File: config.mk
export PLATFORM = sky130hd
export DESIGN_NAME = iis_tx_frame_scheduler_flat
export DESIGN_NICKNAME = d
export VERILOG_FILES = /design/src/rtl/iis_tx_frame_if.sv /design/src/rtl/iis_tx_frame_scheduler.sv /design/src/flat_wrapper.sv
export SDC_FILE = /design/constraint.sdc
export NUM_CORES = 1
export LEC_CHECK = 0
export CORE_UTILIZATION = 40
export DETAILED_ROUTE_END_ITERATION = 12
export GPL_TIMING_DRIVEN = 1
export SYNTH_ARGS = -nofsm -noshare
export SYNTH_HDL_FRONTEND = slang
export SYNTH_SLANG_ARGS = --single-unit
File: constraint.sdc
create_clock -name clk_100m -period 2.8 [get_ports clk_100m]
set_input_delay 0.28 -clock clk_100m [delete_from_list [all_inputs] [get_ports clk_100m]]
set_output_delay 0.28 -clock clk_100m [all_outputs]
set_load 0.05 [all_outputs]
File: src/rtl/iis_tx_frame_if.sv
// ---------------------------------------------------------------------------
// iis_tx_frame_if
//   Requester-side bundle for iis_tx_frame_scheduler: two independent
//   valid/ready frame channels (A and B), each carrying one stereo frame.
//
//   a_valid / b_valid   requester has a frame to offer
//   a_ready / b_ready   scheduler accepts the frame this cycle
//   a_ldata / b_ldata   left sample  (DW bits)
//   a_rdata / b_rdata   right sample (DW bits)
//
//   master : the audio sources (drive valid + data, observe ready)
//   slave  : the scheduler     (observe valid + data, drive ready)
// ---------------------------------------------------------------------------
interface iis_tx_frame_if #(
  parameter int DW = 24
);
  logic          a_valid;
  logic          a_ready;
  logic [DW-1:0] a_ldata;
  logic [DW-1:0] a_rdata;
  logic          b_valid;
  logic          b_ready;
  logic [DW-1:0] b_ldata;
  logic [DW-1:0] b_rdata;

  modport master (
    output a_valid, a_ldata, a_rdata,
    output b_valid, b_ldata, b_rdata,
    input  a_ready, b_ready
  );

  modport slave (
    input  a_valid, a_ldata, a_rdata,
    input  b_valid, b_ldata, b_rdata,
    output a_ready, b_ready
  );
endinterface

File: src/rtl/iis_tx_frame_scheduler.sv
// ---------------------------------------------------------------------------
// iis_tx_frame_scheduler
//   Feeds stereo frames to iis_write_logic from two requesters sharing one
//   I2S transmitter. Pushes from A/B are round-robin arbitrated into a small
//   frame FIFO; one frame is popped per lrclk rising edge and held on
//   ldata/rdata for the whole frame. An FSM handles start-up priming, the
//   orderly stop at a frame boundary, and underrun reporting.
//
// Ports
//   clk_100m      system clock, rising edge
//   rst           synchronous reset, active-high
//   lrclk         word clock (clk_100m-synchronous)
//   enable        run request
//   req           requester A/B valid/ready channels (slave modport)
//   ldata, rdata  held frame to iis_write_logic
//   en            transmitter enable
//   fifo_level    frames stored, 0..2**AW
//   underrun      sticky flag: a frame was due while the FIFO was empty
//   clr_underrun  clears underrun
// ---------------------------------------------------------------------------
module iis_tx_frame_scheduler #(
  parameter int DW        = 24,
  parameter int AW        = 2,
  parameter int PRIME_LVL = 2,
  parameter int HOLD_LAST = 0
) (
  input  logic          clk_100m,
  input  logic          rst,
  input  logic          lrclk,
  input  logic          enable,
  iis_tx_frame_if.slave req,
  output logic [DW-1:0] ldata,
  output logic [DW-1:0] rdata,
  output logic          en,
  output logic [AW:0]   fifo_level,
  output logic          underrun,
  input  logic          clr_underrun
);

  localparam int            DEPTH    = 2**AW;
  localparam int            LW       = AW + 1;
  localparam logic [AW:0]   FULL_LVL = LW'(DEPTH);
  localparam logic [AW:0]   PRIME_C  = LW'(PRIME_LVL);
  localparam logic [AW:0]   LVL_ONE  = LW'(1);
  localparam logic [AW-1:0] PTR_ONE  = AW'(1);

  typedef enum logic [1:0] {
    S_IDLE,
    S_PRIME,
    S_RUN,
    S_STOP
  } state_e;

  typedef enum logic {
    RR_A,
    RR_B
  } rr_e;

  state_e          state_q, state_d;
  rr_e             rr_q, rr_d;
  logic            lrclk_q;
  logic [AW-1:0]   wr_ptr_q, wr_ptr_d;
  logic [AW-1:0]   rd_ptr_q, rd_ptr_d;
  logic [AW:0]     level_q, level_d;
  logic [DW-1:0]   ldata_q, ldata_d;
  logic [DW-1:0]   rdata_q, rdata_d;
  logic            underrun_q, underrun_d;

  logic [2*DW-1:0] mem_q [DEPTH];

  logic            tick;
  logic            push_ok;
  logic            full;
  logic            empty;
  logic            grant_a;
  logic            grant_b;
  logic            push;
  logic [2*DW-1:0] push_frame;
  logic            pop;
  logic            underrun_set;
  logic            flush;
  logic            zero_out;

  // One-cycle pulse at each lrclk rising edge marks the frame boundary.
  assign tick  = lrclk & ~lrclk_q;
  assign full  = (level_q == FULL_LVL);
  assign empty = (level_q == '0);

  // Arbitration. full uses the registered level, so a frame is never pushed
  // into a full FIFO even when a pop frees a slot in the same cycle.
  assign push_ok    = (state_q == S_PRIME) || (state_q == S_RUN);
  assign grant_a    = push_ok & req.a_valid & (~req.b_valid | (rr_q == RR_A));
  assign grant_b    = push_ok & req.b_valid & ~grant_a;
  assign req.a_ready = grant_a & ~full;
  assign req.b_ready = grant_b & ~full;
  assign push       = (grant_a | grant_b) & ~full;
  assign push_frame = grant_a ? {req.a_ldata, req.a_rdata}
                              : {req.b_ldata, req.b_rdata};

  // NOTE: every signal written in an always_comb gets a default before any
  // branch; a path that leaves one unassigned would infer a latch.
  always_comb begin
    state_d      = state_q;
    pop          = 1'b0;
    underrun_set = 1'b0;
    flush        = 1'b0;
    zero_out     = 1'b0;
    unique case (state_q)
      S_IDLE: begin
        flush = 1'b1;
        if (enable) state_d = S_PRIME;
      end
      S_PRIME: begin
        if (!enable) begin
          state_d = S_IDLE;
          flush   = 1'b1;
        end else if (tick && (level_q >= PRIME_C)) begin
          pop     = 1'b1;
          state_d = S_RUN;
        end
      end
      S_RUN: begin
        // A same-cycle push never bypasses an empty FIFO: the frame is
        // stored and this boundary is still an underrun.
        if (tick) begin
          if (empty) underrun_set = 1'b1;
          else       pop          = 1'b1;
        end
        if (!enable) state_d = S_STOP;
      end
      S_STOP: begin
        if (tick) begin
          state_d  = S_IDLE;
          flush    = 1'b1;
          zero_out = 1'b1;
        end
      end
      default: state_d = S_IDLE;
    endcase
  end

  assign en = (state_q == S_RUN) || (state_q == S_STOP);

  always_comb begin
    rr_d       = rr_q;
    wr_ptr_d   = wr_ptr_q;
    rd_ptr_d   = rd_ptr_q;
    level_d    = level_q;
    ldata_d    = ldata_q;
    rdata_d    = rdata_q;

    if (push) begin
      wr_ptr_d = wr_ptr_q + PTR_ONE;
      rr_d     = grant_a ? RR_B : RR_A;
    end
    if (pop) rd_ptr_d = rd_ptr_q + PTR_ONE;

    case ({push, pop})
      2'b10:   level_d = level_q + LVL_ONE;
      2'b01:   level_d = level_q - LVL_ONE;
      default: level_d = level_q;
    endcase

    // Output frame only moves at a frame boundary.
    if (pop) begin
      {ldata_d, rdata_d} = mem_q[rd_ptr_q];
    end else if (underrun_set && (HOLD_LAST == 0)) begin
      ldata_d = '0;
      rdata_d = '0;
    end
    if (zero_out) begin
      ldata_d = '0;
      rdata_d = '0;
    end

    if (flush) begin
      wr_ptr_d = '0;
      rd_ptr_d = '0;
      level_d  = '0;
    end

    // A fresh underrun outranks a simultaneous clear.
    underrun_d = underrun_set | (underrun_q & ~clr_underrun);
  end

  // NOTE: sequential state uses non-blocking assignments so every flop
  // samples its _d value from before the edge, independent of block order.
  always_ff @(posedge clk_100m) begin
    if (rst) begin
      state_q    <= S_IDLE;
      rr_q       <= RR_A;
      lrclk_q    <= 1'b0;
      wr_ptr_q   <= '0;
      rd_ptr_q   <= '0;
      level_q    <= '0;
      ldata_q    <= '0;
      rdata_q    <= '0;
      underrun_q <= 1'b0;
    end else begin
      state_q    <= state_d;
      rr_q       <= rr_d;
      lrclk_q    <= lrclk;
      wr_ptr_q   <= wr_ptr_d;
      rd_ptr_q   <= rd_ptr_d;
      level_q    <= level_d;
      ldata_q    <= ldata_d;
      rdata_q    <= rdata_d;
      underrun_q <= underrun_d;
    end
  end

  // NOTE: the frame storage has no reset; the pointers and level define
  // which entries are valid, so stale contents are never observed.
  always_ff @(posedge clk_100m) begin
    if (push) mem_q[wr_ptr_q] <= push_frame;
  end

  assign ldata      = ldata_q;
  assign rdata      = rdata_q;
  assign fifo_level = level_q;
  assign underrun   = underrun_q;

endmodule

File: src/flat_wrapper.sv
// flat-port wrapper written by rule: the top's interface ports become plain ports
module iis_tx_frame_scheduler_flat 
#(
  parameter int DW        = 24,
  parameter int AW        = 2,
  parameter int PRIME_LVL = 2,
  parameter int HOLD_LAST = 0
)
  (clk_100m, rst, lrclk, enable, ldata, rdata, en, fifo_level, underrun, clr_underrun, req_a_valid, req_a_ldata, req_a_rdata, req_b_valid, req_b_ldata, req_b_rdata, req_a_ready, req_b_ready);
  iis_tx_frame_if #(.DW(DW)) req_i ();
  input  logic clk_100m;
  input  logic rst;
  input  logic lrclk;
  input  logic enable;
  output logic [DW-1:0] ldata;
  output logic [DW-1:0] rdata;
  output logic en;
  output logic [AW:0] fifo_level;
  output logic underrun;
  input  logic clr_underrun;
  input wire logic [$bits(req_i.a_valid)-1:0] req_a_valid;
  input wire logic [$bits(req_i.a_ldata)-1:0] req_a_ldata;
  input wire logic [$bits(req_i.a_rdata)-1:0] req_a_rdata;
  input wire logic [$bits(req_i.b_valid)-1:0] req_b_valid;
  input wire logic [$bits(req_i.b_ldata)-1:0] req_b_ldata;
  input wire logic [$bits(req_i.b_rdata)-1:0] req_b_rdata;
  output wire logic [$bits(req_i.a_ready)-1:0] req_a_ready;
  output wire logic [$bits(req_i.b_ready)-1:0] req_b_ready;
  assign req_i.a_valid = req_a_valid;
  assign req_i.a_ldata = req_a_ldata;
  assign req_i.a_rdata = req_a_rdata;
  assign req_i.b_valid = req_b_valid;
  assign req_i.b_ldata = req_b_ldata;
  assign req_i.b_rdata = req_b_rdata;
  assign req_a_ready = req_i.a_ready;
  assign req_b_ready = req_i.b_ready;
  iis_tx_frame_scheduler #(.DW(DW), .AW(AW), .PRIME_LVL(PRIME_LVL), .HOLD_LAST(HOLD_LAST)) u_core (.clk_100m(clk_100m), .rst(rst), .lrclk(lrclk), .enable(enable), .req(req_i), .ldata(ldata), .rdata(rdata), .en(en), .fifo_level(fifo_level), .underrun(underrun), .clr_underrun(clr_underrun));
endmodule
* Word-level counts from Yosys, hierarchy flattened *
Memories as Yosys holds them, arrays and structs flattened. A register that Yosys moved wholly into a read port is not among the register bits.
Index checks and enable logic that the tools add are counted.

word-level totals
  bits in registers = 60
  bits in writable memories = 192
  input bits = 103
  memories kept = 1

memories
  name          depth  bits a word  read ports  clocked after Yosys merged registers in  write ports  RTL line                      RTL
  u_core.mem_q  4      48           1           1                                        1            iis_tx_frame_scheduler.sv:69  logic [2*DW-1:0] mem_q [DEPTH];

cells by class
  add/sub/neg operators = 4
  $lt $le $gt $ge = 1
  equality and inequality tests = 10
  muxes and demuxes = 28
  bitwise operators = 18
  reductions and logical operators = 10

operator list
  operator                                                           number
  2-to-1 mux 24 bit                                                  3
  2-to-1 mux 48 bit                                                  1
  2-to-1 mux 2 bit                                                   7
  2-to-1 mux 1 bit                                                   13
  bitwise AND 1 bit                                                  9
  one-hot mux 2 bit (4 select lines)                                 1
  == test 2 bit, second input constant                               3
  NOT 1 bit                                                          6
  one-hot mux 3 bit (2 select lines)                                 1
  adder 2 x 1 -> 2 bit, second input constant                        2
  == test 2 x 1 -> 1 bit, second input constant                      2
  != test 2 bit, second input constant                               2
  AND reduction 4 bit                                                1
  nonzero test 2 bit                                                 2
  OR reduction 2 bit                                                 2
  adder 3 x 1 -> 3 bit, second input constant                        1
  == test 3 bit, second input constant                               1
  greater-or-equal comparator 3 x 2 -> 1 bit, second input constant  1
  logical NOT 3 bit                                                  1
  != test 3 bit, second input constant                               1
  OR 1 bit                                                           3
  one-hot mux 1 bit (3 select lines)                                 1
  subtractor 3 x 1 -> 3 bit, second input constant                   1
  logical NOT 2 bit                                                  1
  4 further kinds                                                    5

* Logic depth before layout (Yosys ltp) *
Gate-level depths: netlist of the first run.

  depth after elaboration = 10
  gate-level depth with buffers = 12
  mapped depth without buffers = 11

* Least setup slack after synthesis of the first run *
OpenSTA, ideal clock, no wires.

  path kind = register -> register
  from = register u_core.state_q[0]
  to = memory u_core.mem_q[1][0] (netlist bit), enable pin
  arrival time = 2.421 ns
  slack = -0.032 ns
  cell stages (with the launch flop) = 6
  clock period less this slack = 2.832 ns
  path through = dfxtp_1 > inv_1 > ha_1 > o21ai_0 > nor2_1 > and2_1

between the ends
  cells in the longest elaborated chain, start to end = 10
  elaborated cells between the ends (all ways) = 12
  those cells by class = eq/ne (2); mux (2); bitwise (7); reduce/logical (1)

RTL lines
  item                                                            RTL line                       RTL
  start, declared                                                 iis_tx_frame_scheduler.sv:59   state_e state_q, state_d;
  start signal, assigned                                          iis_tx_frame_scheduler.sv:200  state_q <= state_d;
  == test 2 x 1 -> 1 bit / == test 2 bit (equally long branches)  iis_tx_frame_scheduler.sv:91   assign push_ok = (state_q == S_PRIME) || (state_q == S_RUN);
  logical OR 1 bit (*)                                            iis_tx_frame_scheduler.sv:91
  bitwise AND 1 bit (2 in series)                                 iis_tx_frame_scheduler.sv:92   assign grant_a = push_ok & req.a_valid & (~req.b_valid | (rr_q == RR_A));
  NOT 1 bit                                                       iis_tx_frame_scheduler.sv:93   assign grant_b = push_ok & req.b_valid & ~grant_a;
  bitwise AND 1 bit                                               iis_tx_frame_scheduler.sv:93
  OR 1 bit (*)                                                    iis_tx_frame_scheduler.sv:96   assign push = (grant_a | grant_b) & ~full;
  bitwise AND 1 bit (*)                                           iis_tx_frame_scheduler.sv:96
  2-to-1 mux 1 bit (*)                                            iis_tx_frame_scheduler.sv:215  if (push) mem_q[wr_ptr_q] <= push_frame;
  2-to-1 mux 1 bit (implied by the code) (*)                      iis_tx_frame_scheduler.sv:215
  end, declared                                                   iis_tx_frame_scheduler.sv:69

Every way passes the cells marked *; elsewhere a longest branch is shown, timed or not.

* Worst setup path after layout of the first run *
  from = register u_core.state_q[0]
  to = output req_b_ready

between the ends
  cells in the longest elaborated chain, start to end = 7
  elaborated cells between the ends (all ways) = 9
  those cells by class = eq/ne (2); bitwise (6); reduce/logical (1)

RTL lines
  item                                                            RTL line                      RTL
  == test 2 x 1 -> 1 bit / == test 2 bit (equally long branches)  iis_tx_frame_scheduler.sv:91
  logical OR 1 bit (*)                                            iis_tx_frame_scheduler.sv:91
  bitwise AND 1 bit (2 in series)                                 iis_tx_frame_scheduler.sv:92
  NOT 1 bit                                                       iis_tx_frame_scheduler.sv:93
  bitwise AND 1 bit (*)                                           iis_tx_frame_scheduler.sv:93
  bitwise AND 1 bit (*)                                           iis_tx_frame_scheduler.sv:95  assign req.b_ready = grant_b & ~full;
  end, declared                                                   flat_wrapper.sv:28            output wire logic [$bits(req_i.b_ready)-1:0] req_b_ready;

Marks and branches as above.

==> reports/results.md, run 1 <==
| Step | Result | This run |
|---|---|---|
| run status | Result of the run | finished, final reports clean |
| floorplanning | Row count | 56 |
| timing | Crit path time final | 2.65 ns |
| clock network | Number of buffers created by CTS | 27 |
| clock network | Clock slew seen by the registers of the worst setup and hold paths | 0.06 ns |
| drt | Final wirelength | 19900 um |
| timing | Max-slew violation count | 0 |
| logic synthesis | Top cells by area in the synthesized netlist | edfxtp_1 (59%), dfxtp_1 (13%), mux4_2 (11%) |
| timing | Fin Hold WS | 0.403 ns |
| timing | Maximum clock skew at final layout | 0.00910 ns |
| clock network | Maximum level of the CTS H-tree | 1 |
| worst setup path | Critical path class | flip-flop to output pin |
| global route | Antenna violations before repair | 0 |
| timing | Fin Setup TNS | 0 ns |
| global route | Global-route wire length before repair | 30500 um |
| logic synthesis | Top-area cell type share of the netlist area | 0.588 |
| clock network | Root buffer cell | clkbuf_16 |
| timing | Maximum achievable frequency | 377 MHz |
| clock network | Clock net sink count | 254 |
| cells and area | Antenna Cells | 0 |
| worst setup path | Endpoint arrival time on the critical path | 2.37 ns |
| floorplanning | Initial Util | 0.413 |
| placement | Routability cong. | 0.719 |
| min path | Min-delay src | clr_underrun |
| power and ir drop | VDD IR-drop max | 0.000423 V |
| logic synthesis | Number of flops mapped to enable cells by yosys | 192 |
| drt | TritonRoute pass-1 iters | 4 |
| timing | Slew at the pin closest to its max-slew limit | 0.585 ns |
| logic synthesis | Instance count of the mapped netlist | 514 |
| clock network | Maximum buffer depth of the clock tree | 3 |
| worst setup path | Endpoint of the most critical register-to-register path | u_core.fifo_level[2]$_SDFFE_PP0P_ |
| worst setup path | Source of the worst register-to-register timing path | u_core.state_q[0]$_SDFFE_PP0P_ |
| global route | GRT Resource Usage Total | 0.161 |
| timing | Fin crit share | 0.948 |
| power and ir drop | Power density cells | 690 mW/mm^2 |
| clock network | Number of post-CTS setup repair buffers | 0 |
| min path | Worst min path class | primary input to flip-flop |
| floorplanning | Core area | 0.0238 sq mm |
| worst setup path | Setup slack, reg-to-reg | 0.17 ns |
| run | Max-cap violation count | 0 |
| placement | Detail Placement HPWL | 12300 um |
| drt | Via count | 5325 |
| logic synthesis | Number of register bits inferred by synthesis | 254 |
| floorplanning | Die ar. | 0.0251 sq mm |
| cells and area | Most common library cell in the layout ignoring fill and taps | edfxtp_1 |
| power and ir drop | Leak | 4.22 nW |
| logic synthesis | Cell Area, Synth | 0.00980 sq mm |
| worst setup path | Critical Path End Type | output pin |
| drt | Via density | 5.15 |
| worst setup path | Worst Setup Start Kind | flip-flop |
| floorplanning | Die Wd | 159 um |
| global route | Pin count of the biggest net entering global routing | 51 |
| logic synthesis | Post-synth top area cell | edfxtp_1 |
| timing | RSZ-0062 raised after global routing | false |
| placement | Number of buffer cells added on primary ports | 157 |
| logic synthesis | Most instantiated flip-flop cell in the synthesis netlist | edfxtp_1 |
| timing | Slew margin rel. | 0.609 |
| timing | Final setup violation count | 0 |
| cells and area | Commonest cells after routing, fill and taps aside | edfxtp_1 (192), clkdlybuf4s50_1 (155), dfxtp_1 (60) |
| timing | Number of hold violations in the final report | 0 |
| global route | Via count of the first global-routing pass | 5602 |
| worst setup path | Worst path required time | 2.52 ns |
| global route | Remaining Overflow, GRT | 0 |
| min path | Worst Hold Depth | 3 |
| drt | Final ANT Viol Nets | 0 |
| worst setup path | Maximum fanout count along the critical path | 50 |
| drt | Number of remaining DRC errors | 0 |
| drt | Count of routing violations after the opening detailed-route iteration | 258 |
| logic synthesis | Sequential element share of the synthesized area | 0.715 |
| logic synthesis | Number of warnings reported in the yosys synthesis log | 0 |
| floorplanning | Die span in y | 159 um |
| drt | Average wire length per cell after detail routing | 19.3 um |
| clock network | Worst-skew pair later-pin latency | 0.51 ns |
| cells and area | Area added between synthesis and finish | 30.0% |
| power and ir drop | Final total power | 0.00879 W |
| floorplanning | Ports placed on the boundary | 158 |
| logic synthesis | Post-Synthesis Mean Instance Area | 19.1 sq um |
| logic synthesis | Mapped Nets | 628 |
| logic synthesis | Netlist cell types | 42 |
| min path | Worst hold path endpoint | u_core.underrun$_SDFF_PP0_ |
| cells and area | Layout Nets | 808 |
| logic synthesis | Ys async rst share | 0 |
| worst setup path | Logic depth of the worst register-to-register path | 11 |
| clock network | Clock tree from TritonCTS | yes |
| cells and area | Proportion of layout cells with a drive suffix above 1 | 0.249 |
-- cells in the mapped netlist, types with 3 or more instances --
cell type / n
buf_6: 3
ha_1: 10
o21ai_0: 4
nor2b_1: 5
nor2_1: 11
a22o_1: 48
mux2_2: 51
buf_2: 10
clkbuf_1: 12
a21oi_1: 5
nand2b_1: 5
dfxtp_1: 62
nand2_1: 3
and2_1: 5
edfxtp_1: 192
mux4_2: 48
inv_1: 9
-- how the worst max path moves through the flow --
| stage | start | endpoint | depth (start not counted) |
|---|---|---|---|
| 3_5_place_dp | lrclk | u_core.fifo_level[2]$_SDFFE_PP0P_ | 10 |
| 6_report | u_core.state_q[0]$_SDFFE_PP0P_ | req_b_ready | 7 |
| 2_1_floorplan | u_core.fifo_level[1]$_SDFFE_PP0P_ | u_core.fifo_level[2]$_SDFFE_PP0P_ | 10 |
| 5_1_grt | flip-flop | u_core.fifo_level[2]$_SDFFE_PP0P_ | 11 |
| 3_3_place_gp | lrclk | u_core.fifo_level[2]$_SDFFE_PP0P_ | 10 |
| 4_1_cts | u_core.state_q[0]$_SDFFE_PP0P_ | req_b_ready | 7 |
-- area by class of cell --
cell class,count,area [sq um]
fill,1864,11000
clock buffer,34,742
inverter,10,37.5
timing repair buffer,178,1840
multi-input combinational,223,2640
sequential,254,7010
tap,319,399
clock inverter,15,77.6
-- registers in the layout, indices dropped and copies added (netlist names), named ones only --
name	cells
u_core.state_q	1
u_core.wr_ptr_q	2
u_core.fifo_level	3
u_core.rd_ptr_q	2
u_core.rr_q	1
u_core.lrclk_q	1
u_core.ldata	24
u_core.mem_q	192
u_core.underrun	1
u_core.rdata	24
-- critical path: stages (launching register included) --
cell	delay, ns
dfxtp_1	0.42
inv_1	0.13
ha_1	0.40
nand2_1	0.11
a21o_2	0.12
buf_12	0.26
nor2b_2	0.26
buf_12	0.15
-- what timing repair did --
action | 4_1_cts | 5_1_grt
endpoints found under the hold margin | 0 | 0
resized for setup | 0 | 2
hold buffers | 0 | 0
setup endpoints to repair | 0 | 3
-- power by group --
group | internal (W) | leakage (nW) | total [W] | switching (W)
combinational | 0.000545 | 1.56 | 0.00110 | 0.000554
sequential | 0.00439 | 2.24 | 0.00444 | 0.0000541
clock | 0.00187 | 0.415 | 0.00325 | 0.00138
-- cells by family (layout without fill, tap and decap cells) --
| kind of cell | after synthesis | in the layout | synth area share |
|---|---|---|---|
| buf+inv | 37 | 237 | 0.0177 |
| xor+xnor | 3 | 3 | 0.00268 |
| mux | 101 | 101 | 0.171 |
| simple gates | 41 | 41 | 0.0230 |
| compound gates | 67 | 67 | 0.0563 |
| fa+ha+maj | 11 | 11 | 0.0148 |
| flops | 254 | 254 | 0.715 |
-- metrics by stage --
| step | worst slack, ns | std cells | utilization | instance area, sq um |
|---|---|---|---|---|
| CTS | 0.0415 | 1033 | 0.536 | 12700 |
| global placement | 0.111 | 984 | 0.502 | 11900 |
| global route | 0.00929 | 1033 | 0.536 | 12700 |
| finish | 0.147 | 1033 | 0.536 | 12700 |
| floorplan | 0.141 | 514 | - | 9810 |
| detailed placement | 0.0260 | 984 | 0.502 | 11900 |
-- metal layers --
layer,part of all wire,wire length (um),global-route usage
met4,0.020,398,0.0408
met2,0.52,10300,0.294
met5,0,0,0
met3,0.038,763,0.0240
met1,0.43,8490,0.199
Power figures use the tool's default switching activity.
==> run 2, diff against run 1 <==
--- a/config.mk
+++ b/config.mk
@@ -5,8 +5,10 @@
 export SDC_FILE = /design/constraint.sdc
 export NUM_CORES = 1
 export LEC_CHECK = 0
+export CORE_ASPECT_RATIO = 1.5
 export CORE_UTILIZATION = 40
 export DETAILED_ROUTE_END_ITERATION = 12
+export DONT_BUFFER_PORTS = 1
 export GPL_TIMING_DRIVEN = 1
 export SYNTH_ARGS = -nofsm -noshare
 export SYNTH_HDL_FRONTEND = slang
==> constraint.sdc (replaced) <==
create_clock -name clk_100m -period 2.6 [get_ports clk_100m]
set_input_delay 0.26 -clock clk_100m [delete_from_list [all_inputs] [get_ports clk_100m]]
set_output_delay 0.26 -clock clk_100m [all_outputs]
set_load 0.05 [all_outputs]
==> reports/results.md, run 2 (synthesized netlist as in run 1, its figures left out) <==
| Step | Result | This run |
|---|---|---|
| run status | Result of the run | finished, final reports clean |
| cells and area | Proportion of layout cells with a drive suffix above 1 | 0.332 |
| cells and area | Commonest cells after routing, fill and taps aside | edfxtp_1 (192), dfxtp_1 (56), mux2_2 (51) |
| drt | Average wire length per cell after detail routing | 21.8 um |
| drt | Via count | 4770 |
| worst setup path | Maximum fanout count along the critical path | 4 |
| timing | Maximum achievable frequency | 400 MHz |
| worst setup path | Worst path required time | 3.03 ns |
| timing | Slew at the pin closest to its max-slew limit | 0.603 ns |
| floorplanning | Die ar. | 0.0252 sq mm |
| worst setup path | Worst Setup Start Kind | flip-flop |
| min path | Worst Hold Depth | 1 |
| drt | Count of routing violations after the opening detailed-route iteration | 269 |
| clock network | Maximum level of the CTS H-tree | 1 |
| timing | Crit path time final | 2.50 ns |
| clock network | Worst-skew pair later-pin latency | 0.51 ns |
| clock network | Clock net sink count | 254 |
| timing | Final setup violation count | 0 |
| power and ir drop | Leak | 3.68 nW |
| floorplanning | Ports placed on the boundary | 158 |
| global route | Global-route wire length before repair | 30100 um |
| cells and area | Number of fill cells | 2032 |
| global route | Via count of the first global-routing pass | 5275 |
| cells and area | Most common library cell in the layout ignoring fill and taps | edfxtp_1 |
| timing | Number of hold violations in the final report | 0 |
| timing | Fin crit share | 0.961 |
| run | Max-cap violation count | 0 |
| drt | TritonRoute pass-1 iters | 4 |
| cells and area | Max FFs per register | 192 |
| clock network | Clock tree from TritonCTS | yes |
| global route | Remaining Overflow, GRT | 0 |
| worst setup path | Critical path class | flip-flop to flip-flop |
| global route | Pin count of the biggest net entering global routing | 28 |
| drt | Final ANT Viol Nets | 0 |
| cells and area | Area added between synthesis and finish | 15.4% |
| drt | Via density | 5.38 |
| power and ir drop | VDD IR-drop max | 0.000508 V |
| worst setup path | Endpoint arrival time on the critical path | 2.92 ns |
| placement | Detail Placement HPWL | 12300 um |
| min path | Min-delay src | req_a_ldata[8] |
| floorplanning | Die Wd | 130 um |
| clock network | Clock slew seen by the registers of the worst setup and hold paths | 0.06 ns |
| floorplanning | Core area | 0.0239 sq mm |
| floorplanning | Initial Util | 0.410 |
| clock network | Maximum buffer depth of the clock tree | 3 |
| clock network | Number of buffers created by CTS | 24 |
| floorplanning | Die span in y | 194 um |
| timing | Max-slew violation count | 0 |
| placement | Routability cong. | 0.716 |
| global route | GRT Resource Usage Total | 0.159 |
| cells and area | Final core utilization | 0.473 |
| power and ir drop | Power density cells | 824 mW/mm^2 |
| timing | Maximum clock skew at final layout | 0.00919 ns |
| placement | Number of buffer cells added on primary ports | 0 |
| placement | Post-Place Worst Slack | -0.0391 ns |
| global route | Antenna violations before repair | 0 |
| cells and area | Top register by number of flip-flops | u_core.mem_q |
| drt | Number of remaining DRC errors | 0 |
| timing | Slew margin rel. | 0.597 |
| cells and area | Layout Nets | 663 |
| worst setup path | Logic depth of the worst register-to-register path | 11 |
| floorplanning | Row count | 69 |
| timing | Smallest setup slack after layout | 0.101 ns |
| worst setup path | Critical Path End Type | flip-flop |
| clock network | Root buffer cell | clkbuf_16 |
| min path | Worst min path class | primary input to flip-flop |
| drt | Final wirelength | 19300 um |
| cells and area | Antenna Cells | 0 |
run 2: final cells by class:
class | count | area, sq um | share of cell area
flip-flops and latches | 254 | 7020 | 0.620
multi-input cells | 223 | 2660 | 0.235
clock buffers | 31 | 637 | 0.0563
repair buffers | 36 | 404 | 0.0357
well taps | 319 | 399 | 0.0353
clock inverters | 13 | 154 | 0.0136
inverters | 10 | 37.5 | 0.00332
run 2: timing repair:
| action | CTS | global route |
|---|---|---|
| buffers inserted | 0 | 1 |
| endpoints found under the setup margin | 3 | 3 |
| endpoints found under the hold margin | 13 | 0 |
| gates resized for setup | 6 | 6 |
| hold buffers | 7 | 0 |
| pin swaps | 0 | 2 |
run 2: per-layer routing:
layer / vias up / track usage / wire length (um)
met5: - / 0 / 0
met4: 0 / 0.0388 / 287
met3: 20 / 0.0262 / 852
met2: 127 / 0.293 / 10400
met1: 2488 / 0.188 / 7810
li1: 2135 / - / -
run 2: worst max-delay path, cell delays in order, from the launching register on:
cell and delay [ns]:
dfxtp_2 0.35, inv_2 0.08, ha_1 0.18, nand2_1 0.10, o32ai_2 0.23, and2_4 0.19
ha_1 0.18, inv_1 0.06, fa_1 0.37, xor2_1 0.16, or3_1 0.35, a21oi_2 0.16
run 2: path summary, 6_finish.rpt:
path / end / slack, ns
hold / removal: u_core.mem_q[1][32]$_DFFE_PP_ / 0.03
hold reg to reg: u_core.rr_q$_SDFFE_PP0P_ / 0.54
setup reg to reg: u_core.fifo_level[2]$_SDFFE_PP0P_ / 0.10
setup / recovery: u_core.fifo_level[2]$_SDFFE_PP0P_ / 0.10
run 2: report_power, final:
| part | internal [W] | total [W] | leakage, nW | switching, W |
|---|---|---|---|---|
| clock network | 0.00204 | 0.00347 | 0.393 | 0.00143 |
| logic | 0.000469 | 0.00107 | 1.05 | 0.000599 |
| registers | 0.00472 | 0.00479 | 2.24 | 0.0000609 |
run 2: metrics by stage:
step	instance area, sq um	setup TNS [ns]	cells	power (W)	hold WS, ns
floorplan	9810	0	514	0.00559	0.329
global placement	10400	0	834	0.00588	0.333
detailed placement	10400	-0.0391	834	0.00594	0.333
CTS	11300	0	885	0.00944	0.00229
global route	11300	-0.00616	886	0.00969	0.00431
finish	11300	0	886	0.00932	0.0286
